### src/rtl/wb_port_arbiter.sv
// Register-file write-port arbiter: pipeline write-back vs long-unit FIFO.
// Ports: pipe_i_*/pipe_o_ready, lu_i_*/lu_o_ready, rf_o_* (registered), arb_o_pending_mask.
module wb_port_arbiter #(
  parameter int DEPTH        = 2,
  parameter int STARVE_LIMIT = 8,
  parameter int XLEN         = 64
) (
  input  logic            clk,
  input  logic            rst,
  input  logic            pipe_i_valid,
  input  logic            pipe_i_reg_wen,
  input  logic [4:0]      pipe_i_rd,
  input  logic [XLEN-1:0] pipe_i_data,
  output logic            pipe_o_ready,
  input  logic            lu_i_valid,
  input  logic [4:0]      lu_i_rd,
  input  logic [XLEN-1:0] lu_i_data,
  output logic            lu_o_ready,
  output logic            rf_o_wen,
  output logic [4:0]      rf_o_rd,
  output logic [XLEN-1:0] rf_o_data,
  output logic [31:0]     arb_o_pending_mask
);

  localparam int AW = $clog2(DEPTH);
  localparam int CW = AW + 1;
  localparam int SW = $clog2(STARVE_LIMIT + 1);

  logic [4:0]      rd_q  [DEPTH];
  logic [XLEN-1:0] dat_q [DEPTH];
  logic [4:0]      rd_d  [DEPTH];
  logic [DEPTH-1:0] vld_q, vld_d;
  logic [AW-1:0]   wptr_q, rptr_q;
  logic [CW-1:0]   cnt_q, cnt_d;
  logic [SW-1:0]   starve_q;
  logic            wen_q;
  logic [4:0]      rdo_q;
  logic [XLEN-1:0] dato_q;
  logic [31:0]     mask_q, mask_d;

  logic empty, full, push, pop;
  logic pipe_need, starved;
  logic gnt_fifo, gnt_pipe;

  assign empty     = (cnt_q == '0);
  assign full      = (cnt_q == CW'(DEPTH));
  assign lu_o_ready = !full;
  // x0 results are accepted but never stored
  assign push      = lu_i_valid && !full && (lu_i_rd != 5'd0);
  assign pipe_need = pipe_i_valid && pipe_i_reg_wen
                   && (pipe_i_rd != 5'd0);
  assign starved   = (starve_q >= SW'(STARVE_LIMIT));

  assign gnt_fifo  = !empty && (starved || !pipe_need);
  assign gnt_pipe  = pipe_need && !gnt_fifo;
  assign pop       = gnt_fifo;
  assign pipe_o_ready = !(starved && !empty);

  assign cnt_d = cnt_q + CW'(push) - CW'(pop);

  // Mask follows next-state entry contents so it tracks pushes/pops
  // with the same one-edge latency as the write port.
  always_comb begin
    vld_d = vld_q;
    for (int i = 0; i < DEPTH; i++) rd_d[i] = rd_q[i];
    if (pop) vld_d[rptr_q] = 1'b0;
    if (push) begin
      vld_d[wptr_q] = 1'b1;
      rd_d[wptr_q]  = lu_i_rd;
    end
    mask_d = '0;
    for (int i = 0; i < DEPTH; i++)
      if (vld_d[i]) mask_d[rd_d[i]] = 1'b1;
    mask_d[0] = 1'b0;
  end

  always_ff @(posedge clk) begin
    if (rst) begin
      vld_q    <= '0;
      wptr_q   <= '0;
      rptr_q   <= '0;
      cnt_q    <= '0;
      starve_q <= '0;
      wen_q    <= 1'b0;
      rdo_q    <= '0;
      dato_q   <= '0;
      mask_q   <= '0;
      for (int i = 0; i < DEPTH; i++) rd_q[i] <= '0;
    end else begin
      vld_q  <= vld_d;
      cnt_q  <= cnt_d;
      mask_q <= mask_d;
      for (int i = 0; i < DEPTH; i++) rd_q[i] <= rd_d[i];
      if (push) begin
        dat_q[wptr_q] <= lu_i_data;
        wptr_q        <= wptr_q + AW'(1);
      end
      if (pop) rptr_q <= rptr_q + AW'(1);

      if (empty || gnt_fifo)
        starve_q <= '0;
      else if (gnt_pipe && !starved)
        starve_q <= starve_q + SW'(1);

      if (gnt_fifo) begin
        wen_q  <= 1'b1;
        rdo_q  <= rd_q[rptr_q];
        dato_q <= dat_q[rptr_q];
      end else if (gnt_pipe) begin
        wen_q  <= 1'b1;
        rdo_q  <= pipe_i_rd;
        dato_q <= pipe_i_data;
      end else begin
        wen_q  <= 1'b0;
      end
    end
  end

  assign rf_o_wen           = wen_q;
  assign rf_o_rd            = rdo_q;
  assign rf_o_data          = dato_q;
  assign arb_o_pending_mask = mask_q;

endmodule
### config.mk
export PLATFORM = sky130hd
export DESIGN_NAME = wb_port_arbiter
export DESIGN_NICKNAME = d
export VERILOG_FILES = /design/src/rtl/wb_port_arbiter.sv
export SDC_FILE = /design/constraint.sdc
export NUM_CORES = 1
export LEC_CHECK = 0
export ABC_AREA = 0
export CELL_PAD_IN_SITES_DETAIL_PLACEMENT = 2
export CELL_PAD_IN_SITES_GLOBAL_PLACEMENT = 2
export CORE_MARGIN = 1.5
export CORE_UTILIZATION = 35
export CTS_CLUSTER_DIAMETER = 60
export DETAILED_ROUTE_END_ITERATION = 6
export PLACE_DENSITY = 0.82
export SYNTH_ARGS = -nofsm -noshare
export SYNTH_HDL_FRONTEND = slang
export SYNTH_SLANG_ARGS = --single-unit
### constraint.sdc
create_clock -name clk -period 12.79 [get_ports clk]
set_clock_uncertainty 0.1 [all_clocks]
set_input_delay 2.558 -clock clk [delete_from_list [all_inputs] [get_ports clk]]
set_output_delay 2.558 -clock clk [all_outputs]
set_load 0.1 [all_outputs]
======== Word-level counts from Yosys, hierarchy flattened ========
Memory sizes are Yosys's and may differ from the RTL's. A register that Yosys moved wholly into a read port is not among the register bits.
Cells that the tools add are included.
storage, ports and cells
  register bits ........................... 112
  bits in writable memories ............... 138
  bits of input ports ..................... 143
  output and inout bits ................... 104
  word-level logic and storage cells ...... 96
  memories ................................ 2
operators by class
  add/subtract/negate cells ............... 5
  order comparisons ....................... 11
  equal/unequal tests ..................... 1
  mux-type cells .......................... 34
  bitwise logic cells ..................... 7
  reduce and logical (&&, ||, !) cells .... 26
memory list
  name   depth  bits a word  read ports  clocked after memory_dff  write ports  line  source
  dat_q  2      64           1           1                         1            30    logic [XLEN-1:0] dat_q [DEPTH];
  rd_q   2      5            3           1                         2            29    logic [4:0] rd_q [DEPTH];
operators with widths
  operator                                                            count
  2-to-1 mux 64 bit                                                   2
  2-to-1 mux 32 bit                                                   2
  bitwise OR 32 bit                                                   1
  2-to-1 mux 5 bit                                                    5
  2-to-1 mux 1 bit                                                    16
  logical AND 1 bit                                                   13
  less-than comparator 5 x 6 -> 1 bit (second input constant)         2
  bitwise mux 10 bit                                                  1
  demux 1 bit (select 5 bit)                                          2
  greater-or-equal comparator 5 x 1 -> 1 bit (second input constant)  2
  2-to-1 mux 10 bit                                                   1
  nonzero test 5 bit                                                  2
  logical NOT 1 bit                                                   6
  demux 5 bit (select 1 bit)                                          1
  adder 4 x 1 -> 4 bit (second input constant)                        1
  greater-or-equal comparator 4 bit (second input constant)           1
  less-than comparator 1 x 2 -> 1 bit (second input constant)         2
  2-to-1 mux 2 bit                                                    2
  adder 1 bit (second input constant)                                 2
  adder 2 x 1 -> 2 bit                                                1
  AND 2 bit                                                           1
  demux 1 bit (select 1 bit)                                          2
  equality test 2 bit (second input constant)                         1
  greater-or-equal comparator 1 bit (second input constant)           2
  11 further kinds                                                    13

======== Depth between registers and ports, before layout ========
Gate-level depths: netlist (run 1).
  depth in word-level cells ............... 14
  gate-level depth with buffers ........... 11
  gate-level depth less buffers ........... 9

======== Worst setup path before layout (run 1) ========
No wires, ideal clock.
  path kind ............................... input to register
  start point ............................. in lu_i_rd[2]
  end point ............................... mem dat_q[0][0] (enable)
  setup time .............................. 0.487 ns
  data arrival time ....................... 5.936 ns
  data required time ...................... 12.203 ns
  slack ................................... 6.267 ns
  stages .................................. 5
  path buffers ............................ 1
  cells stage by stage .................... clkbuf_1 > nor2_1 > nand2_1 > nand2_1 > nor2_1
on the way
  word-level cells in the longest chain between the ends .. 5
ends and longest elaborated chain
  item                                    line  source
  start, declared                         16    input logic [4:0] lu_i_rd,
  nonzero test 5 bit                      49    assign push = lu_i_valid && !full && (lu_i_rd != 5'd0);
  logical AND 1 bit                       49
  2-to-1 mux 1 bit                        94    if (push) begin
  2-to-1 mux 1 bit                        78    if (rst) begin
  2-to-1 mux 1 bit (not written as such)  95    dat_q[wptr_q] <= lu_i_data;
  end, declared                           30
No other way between the ends.

======== Final worst setup path (run 1) ========
  start point ............................. reg cnt_q[1]
  end point ............................... out lu_o_ready
on the way
  word-level cells in the longest chain between the ends .. 2
ends and longest elaborated chain
  item                    line  source
  start, declared         34    logic [CW-1:0] cnt_q, cnt_d;
  start signal, assigned  91    cnt_q <= cnt_d;
  equality test 2 bit     46    assign full = (cnt_q == CW'(DEPTH));
  logical NOT 1 bit       47    assign lu_o_ready = !full;
  end, declared           18    output logic lu_o_ready,
No other way between the ends.

==> metrics, run 1 <==
P_sw=1.333 mW; Avg WL per Cell=between 20 and 25 um; DP Cell Count=1281; CP max stage delay=about 1000 ps; DRT Pass-1 Iters=4; GPL Wtd Cong=about 0.76; number of flops mapped to enable cells by yosys=around 130; storage element area=0.006290 mm^2; Yosys top cell area share=0.3930; DIE HEIGHT=about 170 um; Slew HR=0.2821; Skew-Pair Late Insertion Delay=between 500 and 600 ps; final net count=1082; initial DRC count=217; Initial Util=0.3540; initial antenna violation count=3; remaining antenna violation count=0; HPWL after detailed placement=19980 um; async set-reset flop share out of synthesis=0; Setup crit end kind=output pin; CP Cell Sequence=nor2b_1, inv_2, clkdlybuf4s50_1; Leakage Power=4.613 nW; Clk pin slew, worst setup/hold paths=60 ps; total number of vias=6815; area of the multi-input gates=between 0.003 and 0.004 mm^2; Top Ports=247; Setup TNS Final=0 ps; root buf cell=clkbuf_16; hold-critical path depth=1; CTS buffer count=30; Netlist cell types=52; first-pass GRT wire length=45930 um; FF-to-FF path depth=5; Yosys reg bits=250; top-count cell post-synth=edfxtp_1; H-tree depth=1; Synth area leaders=edfxtp_1, dfxtp_1, mux2_2, mux2i_1, o2bb2ai_1; Worst Tran Pin Value=1073 ps; clk sinks=250; crit path time final=5396 ps; PortBufs=245; Internal=1.905 mW; Mapped Area=0.009781 mm^2; Total Routed Length=30130 um; Post-synth top flop=edfxtp_1; Critical path buffers and inverters=2; status=finished, final reports clean; Synth Instances=697; most frequent cells after synthesis=edfxtp_1, dfxtp_1, mux2_2, mux2i_1, o2bb2ai_1; P&R area growth vs syn=39.20%; final worst-path cycle share=0.4219; Peak VDD IR=0.0001142 V; RSZ-0062 raised after global routing=false; Power Density=237.9 mW/mm^2; Top delay family on crit path=buffers and inverters; area leader, netlist=edfxtp_1; crit-path max FO=13; Flop pwr share=0.328; GRT Overall Usage=0.2084; WP depth=3; register area share after synthesis=0.6427; Die W=170.2 um; Core ar.=0.02763 mm^2; Worst setup SP type=register; Required @ worst endpoint=10130 ps; Residual DRC=0; final-report setup violation count=0; CTS tree=built; R2R Setup Slk=roughly 9500 ps; Post-CTS Hold Fix Bufs=0; crit path DAT=between 2000 and 3000 ps; vias in the first global route=7810; max cap viols=0; Setup Fix Bufs, Post-CTS=0; Rows=about 60; switching portion of total power=0.4117; slowest CP cell=clkdlybuf4s50_1; fill count=2674; die area=0.02896 mm^2; Via density=5.090; Longest Clk Path Bufs=3; Final Hold Fails=0; Max Clk Rate=between 150 and 200 MHz; Ys Warns=0; Mapped Nets=about 840; share of cells above drive strength 1=0.1460; Syn Area/Cell=14.03 um^2; Resized Gates After CTS=0; Clk network pwr share=0.283; Hold Path Class=register to register; Final Max Tran Viols=0; largest net degree at the start of global routing=70; total gr overflow=0; final cell count without fillers=approximately 1.3k; crit path kind=register to output pin; Comb pwr share=0.389
-- sequential cells by signal (all words and copies together) (netlist names), named ones only --
signal,count
dat_q,128
rf_o_data,64
arb_o_pending_mask,31
rd_q,10
rf_o_rd,5
starve_q,4
cnt_q,2
vld_q,2
rf_o_wen,1
rptr_q,1
wptr_q,1
-- power by group through the flow --
stage	sequential, mW	combinational (mW)	clock (mW)
finish	1.06	1.26	0.917
floorplan	1.54	0.469	0
detailed placement	1.08	1.26	0
global route	1.08	1.32	0.971
global placement	1.07	1.24	0
CTS	1.07	1.27	0.939
-- per-layer routing --
layer	share of wire	GRT usage	vias up
li1	-	-	3157
met1	0.39	0.2385	3391
met2	0.51	0.3785	197
met3	0.061	0.05186	68
met4	0.031	0.06887	2
met5	0.00040	0	-
-- final timing paths --
path / start / end
worst max-delay path: cnt_q[1] / lu_o_ready
worst min-delay path: rf_o_data[3] / rf_o_data[3]
worst max register to register: cnt_q[1] / dat_q[0][60]
worst min register to register: rf_o_data[3] / rf_o_data[3]
-- cell families after synthesis --
family / count (synthesis) / synth area share
DFF: 250 / 0.6427
and+or+nand+nor: 101 / 0.05578
muxes: 138 / 0.1501
buffers and inverters: 53 / 0.02840
other: 1 / 0.0003834
adders and majority gates: 4 / 0.005117
xor gates and xnor gates: 4 / 0.003583
AOI/OAI and AO/OA: 146 / 0.1140
-- cell usage in the layout (no fill, tap or decap), drive strengths merged, types with 7 or more instances in the layout --
cell             n
nor2            22
dfxtp          122
o22ai           31
clkbuf          34
or3             14
o2bb2ai         69
nand2           18
clkinv           8
mux2i           69
nand3            9
inv             11
nor2b            9
mux2            69
edfxtp         128
a21oi           17
clkdlybuf4s50  245
nand2b           7
-- final cells by class --
type,count,share of cell area
multi-input cells,394,0.2381
inverters,8,0.002206
clock inverters,22,0.02215
repair buffers,251,0.1834
clock buffers,34,0.05698
well taps,378,0.03474
diodes,2,0.0003676
flip-flops and latches,250,0.4620
-- per-stage QoR --
stage / setup slack, ps / instance area [um^2] / util / total power, mW / hold WS [ps]
2_1_floorplan: 6267 / 9781 / - / 2.013 / 329.7
3_3_place_gp: 6854 / 12530 / 0.4536 / 2.309 / 345.1
3_5_place_dp: 6795 / 12530 / 0.4536 / 2.338 / 345.7
4_1_cts: 7369 / 13610 / 0.4926 / 3.277 / 364.5
5_1_grt: 7211 / 13610 / 0.4928 / 3.370 / 378.9
6_report: 7394 / 13610 / 0.4928 / 3.239 / 360.3
Note: power is estimated with default switching activity, not from simulation.
==> run 2: changes to the inputs <==
--- a/config.mk
+++ b/config.mk
@@ -9,10 +9,10 @@
 export CELL_PAD_IN_SITES_DETAIL_PLACEMENT = 2
 export CELL_PAD_IN_SITES_GLOBAL_PLACEMENT = 2
 export CORE_MARGIN = 1.5
-export CORE_UTILIZATION = 35
+export CORE_UTILIZATION = 33
 export CTS_CLUSTER_DIAMETER = 60
 export DETAILED_ROUTE_END_ITERATION = 6
-export PLACE_DENSITY = 0.82
+export PLACE_DENSITY = 0.78
 export SYNTH_ARGS = -nofsm -noshare
 export SYNTH_HDL_FRONTEND = slang
 export SYNTH_SLANG_ARGS = --single-unit
==> constraint.sdc (replaced) <==
create_clock -name clk -period 5.4 [get_ports clk]
set_clock_uncertainty 0.1 [all_clocks]
set_input_delay 1.08 -clock clk [delete_from_list [all_inputs] [get_ports clk]]
set_output_delay 1.08 -clock clk [all_outputs]
set_load 0.1 [all_outputs]
==> run 2 against run 1 <==
Against the previous run: sequential power increased by 140%; design area is 0.27% higher; combinational power grew 140%.
==> metrics, run 2 (same netlist as run 1, synthesis figures left out) <==
status=finished, final reports clean (unchanged); switching portion of total power=0.4112 (was 0.4117); HPWL after detailed placement=19820 um (was 19980 um); Final Hold Fails=0 (unchanged); Total Routed Length=29520 um (was 30130 um); Initial Util=0.3380 (was 0.3540); Internal=4.472 mW (was 1.905 mW); Setup WS post-layout=1503 ps (was 7394 ps); Top Ports=247 (unchanged); Worst Tran Pin Value=1066 ps (was 1073 ps); dpl cell area=0.01263 mm^2 (was 0.01253 mm^2); P_sw=3.124 mW (was 1.333 mW); share of cells above drive strength 1=0.1466 (was 0.1460); Post-CTS Hold Fix Bufs=0 (unchanged); die area=0.03068 mm^2 (was 0.02896 mm^2); Resized Gates After CTS=0 (unchanged); final worst-path cycle share=0.7217; CTS tree=built (unchanged); Hold Path Class=register to register (unchanged); commonest non-fill, non-tap cell in the layout=clkdlybuf4s50_1 (unchanged); GRT Overall Usage=0.1929 (was 0.2084); final net count=1087 (was 1082); Peak VDD IR=0.0003657 V (was 0.0001142 V); initial antenna violation count=2 (was 3); most frequent cells in the layout=clkdlybuf4s50_1, edfxtp_1, dfxtp_1 (unchanged); remaining antenna violation count=0 (unchanged); Worst setup SP type=register (unchanged); Core ar.=0.02894 mm^2 (was 0.02763 mm^2); clk sinks=250 (unchanged); crit path time final=3897 ps; post-layout instance area=0.01365 mm^2 (was 0.01361 mm^2); P&R area growth vs syn=39.57% (was 39.20%); Largest register FFs=128 (unchanged); Clk network pwr share=0.272 (was 0.283); H-tree depth=1 (unchanged); GR Layer Usage met2=0.3466 (was 0.3785); Setup TNS Final=0 ps (unchanged); vias in the first global route=7708 (was 7810); Max Clk Rate=~260 MHz; worst slack at placement=1340 ps (was 6795 ps); GPL Wtd Cong=0.7875 (was 0.7598); Leakage Power=4.645 nW (was 4.613 nW); Via density=5.053 (was 5.090); Final Max Tran Viols=0 (unchanged); Flop pwr share=0.331 (was 0.328); M3 GR Usage=0.04743 (was 0.05186); Rows=62 (was 61); Residual DRC=0 (unchanged); Power Density=556.5 mW/mm^2 (was 237.9 mW/mm^2); Setup Fix Bufs, Post-CTS=0 (unchanged); crit path kind=register to output pin (unchanged); Comb pwr share=0.397 (was 0.389); DRT Pass-1 Iters=4 (unchanged); R2R Setup Slk=2850 ps (was 9530 ps); final-report setup violation count=0 (unchanged); CTS buffer count=29 (was 30); hold slack=364.0 ps (was 360.3 ps); Required @ worst endpoint=4220 ps (was 10130 ps); max cap viols=0 (unchanged); busiest grt layer=met2 (unchanged); first-pass GRT wire length=45460 um (was 45930 um); RSZ-0062 raised after global routing=false (unchanged); Clk pin slew, worst setup/hold paths=60 ps (about the same); largest net degree at the start of global routing=70 (unchanged); DIE HEIGHT=175.2 um (was 170.2 um); Die W=175.2 um (was 170.2 um); crit-path max FO=13 (unchanged); Skew-Pair Late Insertion Delay=540 ps (was 550 ps); Avg WL per Cell=21.90 um (was 22.50 um); PortBufs=245 (unchanged); Reg with most FFs=dat_q (unchanged); Longest Clk Path Bufs=3 (unchanged); GR Util met1=0.2236 (was 0.2385); Setup crit end kind=output pin (unchanged); root buf cell=clkbuf_16 (unchanged); total gr overflow=0 (unchanged); initial DRC count=239 (was 217); crit path DAT=2720 ps (was 2740 ps); fill count=2795 (was 2674); Slew HR=0.2874 (was 0.2821); total number of vias=6811 (was 6815)
==> run 2: cell count changes in the layout (fill, tap and decap cells not counted), sizes merged <==
cell	before	now
buf	6	12
bufinv	6	4
clkinvlp	5	1
inv	11	12
clkbuf	34	38
clkinv	8	6
==> run 2: power groups by stage <==
stage	Sequential, mW	Combinational (mW)	Clock, mW
after floorplan	3.66	1.11	0
after global placement	2.55	2.98	0
after detailed placement	2.56	3.03	0
after CTS	2.53	3.05	2.12
after global routing	2.55	3.16	2.20
final	2.52	3.01	2.07
==> run 2: worst paths after layout <==
path | start | end | depth (start not counted)
worst max register to register | cnt_q[1] | arb_o_pending_mask[15] | 5
worst min-delay path | rf_o_data[35] | rf_o_data[35] | 1
worst max-delay path | cnt_q[1] | lu_o_ready | 3
worst min register to register | rf_o_data[35] | rf_o_data[35] | 1
==> run 2: critical path, stage by stage, from the launching register on <==
cell and delay, ps:
dfxtp_1 380, nor2b_1 510, inv_2 260, clkdlybuf4s50_1 1030
==> run 2: per-stage QoR <==
| stage | utilization | instances | power [mW] |
|---|---|---|---|
| after floorplan | - | 697 | 4.767 |
| after global routing | 0.4717 | 1347 | 7.913 |
| final | 0.4718 | 1348 | 7.596 |
| after global placement | 0.4367 | 1293 | 5.528 |
| after detailed placement | 0.4367 | 1293 | 5.585 |
| after CTS | 0.4716 | 1346 | 7.706 |
==> run 2: final cells by class <==
type | instances | area [um^2] | share of cell area
antenna | 2 | 5.005 | 0.0003666
clock buffer | 38 | 812.0 | 0.05949
clock inverter | 15 | 198.9 | 0.01457
inverter | 8 | 30.03 | 0.002200
multi-input combinational | 394 | 3242 | 0.2375
sequential | 250 | 6290 | 0.4608
tap | 384 | 480.5 | 0.03520
timing repair buffer | 257 | 2592 | 0.1899
==> run 2: metal layers <==
metal / vias up / wire (um)
li1: 3172 / -
met1: 3397 / 11840
met4: 0 / 838
met5: - / 0
met2: 199 / 15030
met3: 43 / 1804
==> run 3: changes to the inputs <==
--- a/config.mk
+++ b/config.mk
@@ -9,10 +9,10 @@
 export CELL_PAD_IN_SITES_DETAIL_PLACEMENT = 2
 export CELL_PAD_IN_SITES_GLOBAL_PLACEMENT = 2
 export CORE_MARGIN = 1.5
-export CORE_UTILIZATION = 33
+export CORE_UTILIZATION = 30
 export CTS_CLUSTER_DIAMETER = 60
 export DETAILED_ROUTE_END_ITERATION = 6
-export PLACE_DENSITY = 0.78
+export PLACE_DENSITY = 0.74
 export SYNTH_ARGS = -nofsm -noshare
 export SYNTH_HDL_FRONTEND = slang
 export SYNTH_SLANG_ARGS = --single-unit
==> constraint.sdc (replaced) <==
create_clock -name clk -period 3.55 [get_ports clk]
set_clock_uncertainty 0.1 [all_clocks]
set_input_delay 0.71 -clock clk [delete_from_list [all_inputs] [get_ports clk]]
set_output_delay 0.71 -clock clk [all_outputs]
set_load 0.1 [all_outputs]
==> run 3 against run 2 <==
Against the previous run: flip-flop and latch count unchanged; sequential share of layout area decreased by 0.21 points; worst setup slack got worse by 830 ps; non-clock buffer count increased by 18; wire length decreased by 1.3%; critical path type unchanged; highest routed layer is now met5.
==> metrics, run 3 (same netlist as run 1, synthesis figures left out) <==
vias in the first global route=7666 (was 7708); Leakage Power=4.731 nW (was 4.645 nW); CP max stage delay=1150 ps (was 1030 ps); Skew-Pair Late Insertion Delay=540 ps (about the same); fill count=3149 (was 2795); final net count=1105 (was 1087); max cap viols=0 (unchanged); Reg with most FFs=dat_q (unchanged); CP Cell Sequence=clkdlybuf4s50_1 (was nor2b_1, inv_2, clkdlybuf4s50_1); Worst setup SP type=register (unchanged); hold slack=360.2 ps (was 364.0 ps); Hold Path Class=register to register (unchanged); Final Max Tran Viols=0 (unchanged); Longest Clk Path Bufs=3 (unchanged); root buf cell=clkbuf_16 (unchanged); GRT Overall Usage=0.1718 (was 0.1929); crit-path max FO=2 (was 13); Avg WL per Cell=20.50 um (was 21.90 um); end of the critical path=rf_o_data[30] (was lu_o_ready); crit path DAT=2070 ps (was 2720 ps); Initial Util=0.3076 (was 0.3380); Slew HR=0.3351 (was 0.2874); Setup Fix Bufs, Post-CTS=0 (unchanged); CP startpoint=rf_o_data[30] (was cnt_q[1]); storage element area=0.006290 mm^2 (unchanged); R2R Path End=arb_o_pending_mask[25] (was arb_o_pending_mask[15]); RSZ-0062 raised after global routing=false (unchanged); Required @ worst endpoint=2740 ps (was 4220 ps); Top Ports=247 (unchanged); Final Hold Fails=0 (unchanged); Clk pin slew, worst setup/hold paths=60 ps (about the same); Setup crit end kind=output pin (unchanged); share of cells above drive strength 1=0.1886 (was 0.1466); PortBufs=245 (unchanged); Worst Tran Pin Value=994.2 ps (was 1066 ps); H-tree depth=1 (unchanged); CTS buffer count=29 (unchanged); WP depth=1 (was 3); status=finished, final reports clean (unchanged); Resized Gates After CTS=0 (unchanged); initial DRC count=212 (was 239); remaining antenna violation count=0 (unchanged); Residual DRC=0 (unchanged); Via density=4.816 (was 5.053); FF-to-FF path depth=6 (was 5); Die W=183.6 um (was 175.2 um); Max Clk Rate=347.5 MHz; HPWL after detailed placement=20080 um (was 19820 um); largest net degree at the start of global routing=62 (was 70); final-report setup violation count=0 (unchanged); GPL Wtd Cong=0.7926 (was 0.7875); commonest non-fill, non-tap cell in the layout=clkdlybuf4s50_1 (unchanged); Peak VDD IR=0.0004230 V (was 0.0003657 V); Largest register FFs=128 (unchanged); CTS tree=built (unchanged); Power, Total=11.28 mW (was 7.596 mW); initial antenna violation count=9 (was 2); reg2reg start=cnt_q[1] (unchanged); most frequent cells in the layout=clkdlybuf4s50_1, edfxtp_1, dfxtp_1 (unchanged); Top delay family on crit path=buffers and inverters (unchanged); Power Density=822.3 mW/mm^2 (was 556.5 mW/mm^2); final worst-path cycle share=0.8107; DRT Pass-1 Iters=4 (unchanged); slowest CP cell=clkdlybuf4s50_1 (unchanged); crit path kind=register to output pin (unchanged); Total Routed Length=29130 um (was 29520 um); P&R area growth vs syn=40.22% (was 39.57%); crit path time final=roughly 2900 ps; total number of vias=6844 (was 6811); Core ar.=0.03180 mm^2 (was 0.02894 mm^2); Post-CTS Hold Fix Bufs=0 (unchanged); clk sinks=250 (unchanged); R2R Setup Slk=1110 ps (was 2850 ps); Rows=65 (was 62); Setup TNS Final=0 ps (unchanged); die area=0.03369 mm^2 (was 0.03068 mm^2); DIE HEIGHT=183.6 um (was 175.2 um); Critical path buffers and inverters=1 (was 2); first-pass GRT wire length=44770 um (was 45460 um); total gr overflow=0 (unchanged); Worst Hold Launch=rf_o_data[14] (was rf_o_data[35]); area of the multi-input gates=0.003242 mm^2 (unchanged)
[run 3: cell types whose count changed in the layout (fill, tap and decap cells not counted), sizes merged, moves of 2 or more]
cell / delta
buf: +49
bufinv: -2
diode: +3
clkdlybuf4s50: -31
clkinv: +3
[run 3: per-layer routing]
metal / GRT usage / share of wire / vias to the layer above
met2: 0.3012 / 0.50 / 199
li1: - / - / 3223
met3: 0.05052 / 0.070 / 56
met4: 0.05279 / 0.024 / 8
met5: 0 / 0.0019 / -
met1: 0.2017 / 0.41 / 3358
[run 3: worst min-delay path by stage]
| stage | endpoint | slack, ps | cells after the start |
|---|---|---|---|
| 2_1_floorplan | starve_q[0] | 330 | 1 |
| 3_3_place_gp | rf_o_data[10] | 340 | 1 |
| 3_5_place_dp | rf_o_data[43] | 350 | 1 |
| 4_1_cts | rf_o_data[14] | 370 | 1 |
| 5_1_grt | rf_o_data[41] | 380 | 1 |
| 6_report | rf_o_data[14] | 360 | 1 |
[run 3: final cells by class]
cell class,count,share of cell area
clock buffers,38,0.05611
diodes,5,0.0009123
multi-input cells,394,0.2364
repair buffers,275,0.1960
inverters,8,0.002190
well taps,435,0.03969
clock inverters,16,0.01013
flip-flops and latches,250,0.4586
[run 3: worst register-to-register path: cells and delay by family (launching register included)]
family | cells | cell delay, ps
compound gates | 2 | 430
buf+inv | 1 | 270
flops | 1 | 400
simple gates | 3 | 1160
[run 3: where the power goes]
part	total, mW	internal (mW)	switching [mW]
combinational	4.64	1.43	3.21
sequential	3.77	3.47	0.298
clock	2.87	1.67	1.19
[run 3: stage by stage]
step	setup WS, ps	instances	utilization	area [um^2]
after CTS	643.4	1416	0.4309	13700
after global routing	591.7	1421	0.4313	13710
after detailed placement	215.3	1362	0.4023	12790
after floorplan	17.57	697	-	9791
final	672.0	1421	0.4313	13710
after global placement	369.0	1362	0.4023	12790
